==> src/rtl/ternary_trit_capture.sv <==
// Settles, decodes and queues 3-trit binary-coded-ternary result words (A[5:4], B[3:2], C[1:0]).
// Each stable bus window yields one capture; illegal words are counted, full-FIFO drops are flagged.
module ternary_trit_capture #(
    parameter int SETTLE_CYCLES = 4,
    parameter int FIFO_DEPTH    = 4
) (
    input  logic       clk,
    input  logic       rst_n,
    input  logic       en,
    input  logic [5:0] trits_in,
    output logic       m_valid,
    input  logic       m_ready,
    output logic [4:0] m_value,
    output logic [5:0] m_raw,
    output logic [4:0] fifo_level,
    output logic [7:0] err_count,
    output logic       overflow,
    output logic [1:0] state_dbg
);

    typedef enum logic [1:0] {
        IDLE    = 2'd0,
        SETTLE  = 2'd1,
        CAPTURE = 2'd2,
        HOLD    = 2'd3
    } state_t;

    localparam int         PW          = (FIFO_DEPTH > 1) ? $clog2(FIFO_DEPTH) : 1;
    localparam logic [3:0] SETTLE_LAST = 4'(SETTLE_CYCLES);
    localparam logic [4:0] LEVEL_FULL  = 5'(FIFO_DEPTH);

    state_t          state;
    logic [5:0]      s_q;
    logic [3:0]      stable_cnt;
    logic [3:0]      cnt_inc;
    logic [PW-1:0]   wr_ptr;
    logic [PW-1:0]   rd_ptr;
    logic [4:0]      level;
    logic [5:0]      mem_raw [FIFO_DEPTH];
    logic [4:0]      mem_val [FIFO_DEPTH];

    logic [1:0]      ta, tb, tc;
    logic [4:0]      dec_value;
    logic            illegal;
    logic            capture;
    logic            full;
    logic            pop;
    logic            push;
    logic            drop;

    // Trit decode: 01 -> 0, 11 -> 1, 10 -> 2; 00 is illegal and flagged separately.
    function automatic logic [1:0] trit_val(input logic [1:0] t);
        case (t)
            2'b11:   trit_val = 2'd1;
            2'b10:   trit_val = 2'd2;
            default: trit_val = 2'd0;
        endcase
    endfunction

    always_comb begin
        ta        = trit_val(s_q[5:4]);
        tb        = trit_val(s_q[3:2]);
        tc        = trit_val(s_q[1:0]);
        dec_value = ({3'b000, ta} << 3) + {3'b000, ta}
                  + ({3'b000, tb} << 1) + {3'b000, tb}
                  + {3'b000, tc};
        illegal   = (s_q[5:4] == 2'b00) || (s_q[3:2] == 2'b00) || (s_q[1:0] == 2'b00);
    end

    // Output handshake: the head word is transferred on a rising edge where m_valid && m_ready;
    // m_value/m_raw are stable while m_valid is high and m_valid never depends on m_ready.
    assign capture = (state == CAPTURE);
    assign full    = (level == LEVEL_FULL);
    assign m_valid = (level != 5'd0);
    assign pop     = m_valid && m_ready;
    assign push    = capture && !illegal && (!full || pop);
    assign drop    = capture && !illegal && full && !pop;
    assign cnt_inc = stable_cnt + 4'd1;

    assign m_value    = m_valid ? mem_val[rd_ptr] : 5'd0;
    assign m_raw      = m_valid ? mem_raw[rd_ptr] : 6'd0;
    assign fifo_level = level;
    assign state_dbg  = state;

    always_ff @(posedge clk or negedge rst_n) begin
        if (!rst_n) begin
            state      <= IDLE;
            s_q        <= 6'd0;
            stable_cnt <= 4'd0;
        end else begin
            s_q <= trits_in;
            if (!en) begin
                state      <= IDLE;
                stable_cnt <= 4'd0;
            end else begin
                case (state)
                    IDLE: state <= SETTLE;
                    SETTLE: begin
                        if (trits_in != s_q) begin
                            stable_cnt <= 4'd0;
                        end else begin
                            stable_cnt <= cnt_inc;
                            if (cnt_inc == SETTLE_LAST) state <= CAPTURE;
                        end
                    end
                    CAPTURE: state <= HOLD;
                    HOLD: begin
                        if (trits_in != s_q) begin
                            stable_cnt <= 4'd0;
                            state      <= SETTLE;
                        end
                    end
                    default: state <= IDLE;
                endcase
            end
        end
    end

    always_ff @(posedge clk or negedge rst_n) begin
        if (!rst_n) begin
            err_count <= 8'd0;
            overflow  <= 1'b0;
        end else begin
            if (capture && illegal && (err_count != 8'hFF)) err_count <= err_count + 8'd1;
            if (drop) overflow <= 1'b1;
        end
    end

    // Pointers wrap naturally because FIFO_DEPTH is a power of two.
    always_ff @(posedge clk or negedge rst_n) begin
        if (!rst_n) begin
            wr_ptr <= '0;
            rd_ptr <= '0;
            level  <= 5'd0;
            for (int i = 0; i < FIFO_DEPTH; i++) begin
                mem_raw[i] <= 6'd0;
                mem_val[i] <= 5'd0;
            end
        end else begin
            if (push) begin
                mem_raw[wr_ptr] <= s_q;
                mem_val[wr_ptr] <= dec_value;
                wr_ptr          <= wr_ptr + PW'(1);
            end
            if (pop) rd_ptr <= rd_ptr + PW'(1);
            case ({push, pop})
                2'b10:   level <= level + 5'd1;
                2'b01:   level <= level - 5'd1;
                default: level <= level;
            endcase
        end
    end

endmodule

==> config.mk <==
export PLATFORM = sky130hd
export DESIGN_NAME = ternary_trit_capture
export DESIGN_NICKNAME = d
export VERILOG_FILES = /design/src/rtl/ternary_trit_capture.sv
export SDC_FILE = /design/constraint.sdc
export NUM_CORES = 1
export LEC_CHECK = 0
export ABC_AREA = 1
export CAP_MARGIN = 15
export CORE_MARGIN = 1
export CORE_UTILIZATION = 30
export DETAILED_ROUTE_END_ITERATION = 12
export MAX_ROUTING_LAYER = met4
export SETUP_SLACK_MARGIN = 0.3
export SYNTH_ARGS = -nofsm -noshare
export SYNTH_HDL_FRONTEND = slang
export SYNTH_SLANG_ARGS = --single-unit
export TNS_END_PERCENT = 1
==> constraint.sdc <==
create_clock -name clk -period 6.2 [get_ports clk]
set_input_delay 1.55 -clock clk [delete_from_list [all_inputs] [get_ports clk]]
set_output_delay 1.55 -clock clk [all_outputs]
set_load 0.005 [all_outputs]
==> impl_metrics.yaml <==
grt:
  grt_pass1_wl_um: 14400
  grt_pass1_vias: 3022
  grt_max_degree: 75
  globalRouteMet1Util_pct: 17.4
  globalRouteTotalUtil_pct: 13.3
  groute.layer.met3.usage_pct: 2.39
  grt-ovfl-total: 0
  number_of_antenna_violations_at_the_first_check_in_global_routing: 0
  grt_util_met2_pct: 20.4
  globalRoute.busiestLayer: "met2"
clocking:
  number_of_clock_buffers_inserted_by_tritoncts: 9
  cts.path.max_buffers: 2
  htree_num_levels: 3
  clock_input_transition_at_the_sequential_cells_of_the_worst_setup_and_hold_paths_ns: 0.06
  cts_hold_buf: 0
  cts_resized: 0
  cts.sink_count: 74
  clock_tree.root_cell: "clkbuf_16"
  postCtsSetupBuffers: 0
  tritoncts_clock_tree: "yes"
  insertion_delay_ns: 0.33
finish:
  antenna_cells: 0
  final-instance-count-excl-fill: 681
  area_growth_pct: 18.3
  postLayoutCellArea_um2: 4860
  drive_above_1_share_pct: 15.2
  num-fill-cells: 1330
  finalCoreUtilization_pct: 36.5
  fin_nets: 528
synth:
  netlist.area_leader.share_pct: 45.1
  synth-adder-area-share_pct: 5.42
  netlist-cell-type-count: 39
  post_synthesis_share_of_cell_area_spent_on_xor_and_xnor_gates_pct: 3.63
  postSynth.asyncResetShare_pct: 100
  synthDominantAreaCellType: "dfrtp_1"
  post_synth_edffs: 0
  yosysWarnings: 0
  synth_top_family_by_area: "simple AND/OR/NAND/NOR gates"
  synth.mux.area_fraction_pct: 0.274
  syn-num-nets: 490
  postSynthRegisterBits: 74
  syn_inst: 464
  yosys-top-cells-area: "dfrtp_1, nand2_1, o21ai_2, o21ai_0, nor2_1"
  synth_compound_area_share_pct: 13.5
  post_synth_design_cell_area_um2: 4110
  post_synth_and_or_nand_nor_area_fraction_pct: 23.9
  yosys_most_used_dff: "dfrtp_1"
  syn-mean-instance-area_um2: 8.85
  sequential_area_share_after_synthesis_pct: 45.1
sta:
  rsz0062_at_grt: "false"
  report.final.hold_viol_count: 0
  final_period_minus_worst_setup_slack_ns: 4.22
  slew-limit-headroom_pct: 36.9
  timing.fmax_mhz: 237
  post-route-period-util_pct: 68.0
  fin_tns_setup_ns: 0
  fin_skew_ns: 0.00942
  final_max_slew_viol_count: 0
  final_setup_violations: 0
  actual_transition_at_the_worst_max_transition_pin_ns: 0.947
critical_path:
  path_delay_family: "buffers and inverters"
  worst-setup-path-type: "flip-flop to output port"
  critical_path.max_stage_delay_ns: 0.80
  cp_required_ns: 4.65
  kind_of_launch_point_of_the_worst_setup_path: "flip-flop"
  cpMaxStageDelayCell: "dfrtp_1"
  path_max_fanout: 24
  timing.critical_path.buf_inv: 2
  critical-path-top-cell-by-count: "a21oi_1"
  setup.worst_path.end_class: "output port"
  setup.reg_to_reg.worst_slack_ns: 3.80
  timing.critical_path.arrival_ns: 2.67
  critical_path.cell_chain: "inv_1 -> a21oi_1 -> o21ai_0 -> a21oi_1 -> clkdlybuf4s50_1"
detailed_routing:
  dr_total_vias: 3087
  drt.antenna.violating_nets: 0
  detailed_router_s_first_iteration_violation_count: 156
  via_per_inst: 4.53
  avgRoutedWirePerCell_um: 12.3
  firstDrtPassIters: 4
  detail_route.drc_violations: 0
  routed_wirelength_um: 8400
outcome:
  run_status: "complete, no violations"
placement:
  globalplace.congestion: 0.789
  placedInstanceArea_um2: 4600
  place_hpwl_um: 5970
  placement.io_buffers: 37
  numPlacedInstances: 667
floorplanning:
  x_dimension_of_the_die_um: 119
  die_h_um: 119
  core_area_um2: 13300
  io_pins: 38
  floorplan.rows: 42
  initial_utilization_pct: 30.9
  design.die.area_um2: 14200
run:
  maxCapViolCount: 0
power:
  peakVddDrop_uv: 153
  pwr_density_cell_nw_per_um2: 447
  p_total_mw: 2.17
  power.static_leakage_nw: 2.34
hold_path:
  worstHoldPathType: "flip-flop to flip-flop"
flip-flops by register name, summed over array words and instances, names as in the netlist, 2 cells and up:
register and count:
mem_raw 24, stable_cnt 4, s_q 6, err_count 8, mem_val 20, rd_ptr 2, wr_ptr 2, fifo_level 5
state_dbg 2
worst paths after layout:
check | start | end | cells after the start
min in group asynchronous | rst_n | err_count[1] | 2
worst max-delay path | rd_ptr[0] | m_value[2] | 5
max in group asynchronous | rst_n | mem_val[19] | 2
worst min-delay path | mem_val[17] | mem_val[17] | 2
worst max register to register | s_q[3] | mem_val[7] | 9
worst min register to register | mem_val[17] | mem_val[17] | 2
tightest hold or removal path: cells and delay by family (launching register included):
family           cells  cell delay (ns)
DFF                  1             0.35
and+or+nand+nor      2             0.09
final cells by class:
| cell class | count | area (um2) | share of cell area [%] |
|---|---|---|---|
| Timing Repair Buffer | 38 | 373 | 7.67 |
| Sequential cell | 74 | 1850 | 38.1 |
| Multi-Input combinational cell | 325 | 1920 | 39.5 |
| Clock buffer | 11 | 243 | 5.00 |
| Tap cell | 176 | 220 | 4.53 |
| Clock inverter | 3 | 17.5 | 0.361 |
| Inverter | 54 | 233 | 4.79 |
kinds of logic (layout without fill, tap and decap cells):
kind of cell / Yosys count / after routing
muxes: 1 / 1
buffers and inverters: 65 / 106
xor gates and xnor gates: 17 / 17
AOI/OAI and AO/OA: 91 / 91
DFF: 74 / 74
and+or+nand+nor: 200 / 200
adders and majority gates: 16 / 16
where the power goes:
part / internal [mW] / switching, mW
combinational: 0.435 / 0.459
sequential: 0.654 / 0.158
clock: 0.276 / 0.190
metal layers:
metal,vias up,routed length [um]
met5,-,0
met4,0,143
met3,13,294
met2,59,3900
met1,1449,4060
li1,1566,-
cells in the final DEF, fill, tap and decap left out, types with 8 or more instances in the layout:
cell and count:
nand2_1 95, clkdlybuf4s50_1 36, nor2_1 47, xor2_1 13, a21oi_1 20, clkbuf_16 9
o21ai_1 8, o21ai_2 25, nand2_2 11, ha_1 13, inv_1 44, nand3_1 21
dfrtp_1 74, o21ai_0 36
synthesized netlist by cell type, types with 2 or more instances:
library cell	instances
nand4_1	5
nor2_1	47
xnor2_1	4
ha_1	13
xor2_1	13
fa_1	3
a21oi_1	20
clkbuf_1	6
nand3_1	21
o21ai_1	8
or2_1	2
inv_8	3
inv_2	5
or2_2	4
nand2_1	95
o21ai_0	36
nand2_2	11
buf_12	3
nor2_4	2
o21ai_2	25
nor2_8	4
inv_1	44
dfrtp_1	74
metrics by stage:
stage | hold slack [ns] | worst slack (ns)
finish | 0.475 | 1.98
detailed placement | 0.463 | 2.31
global placement | 0.460 | 2.35
floorplan | 0.448 | 3.53
CTS | 0.478 | 1.94
global route | 0.490 | 1.77
Power figures use the tool's default switching activity.
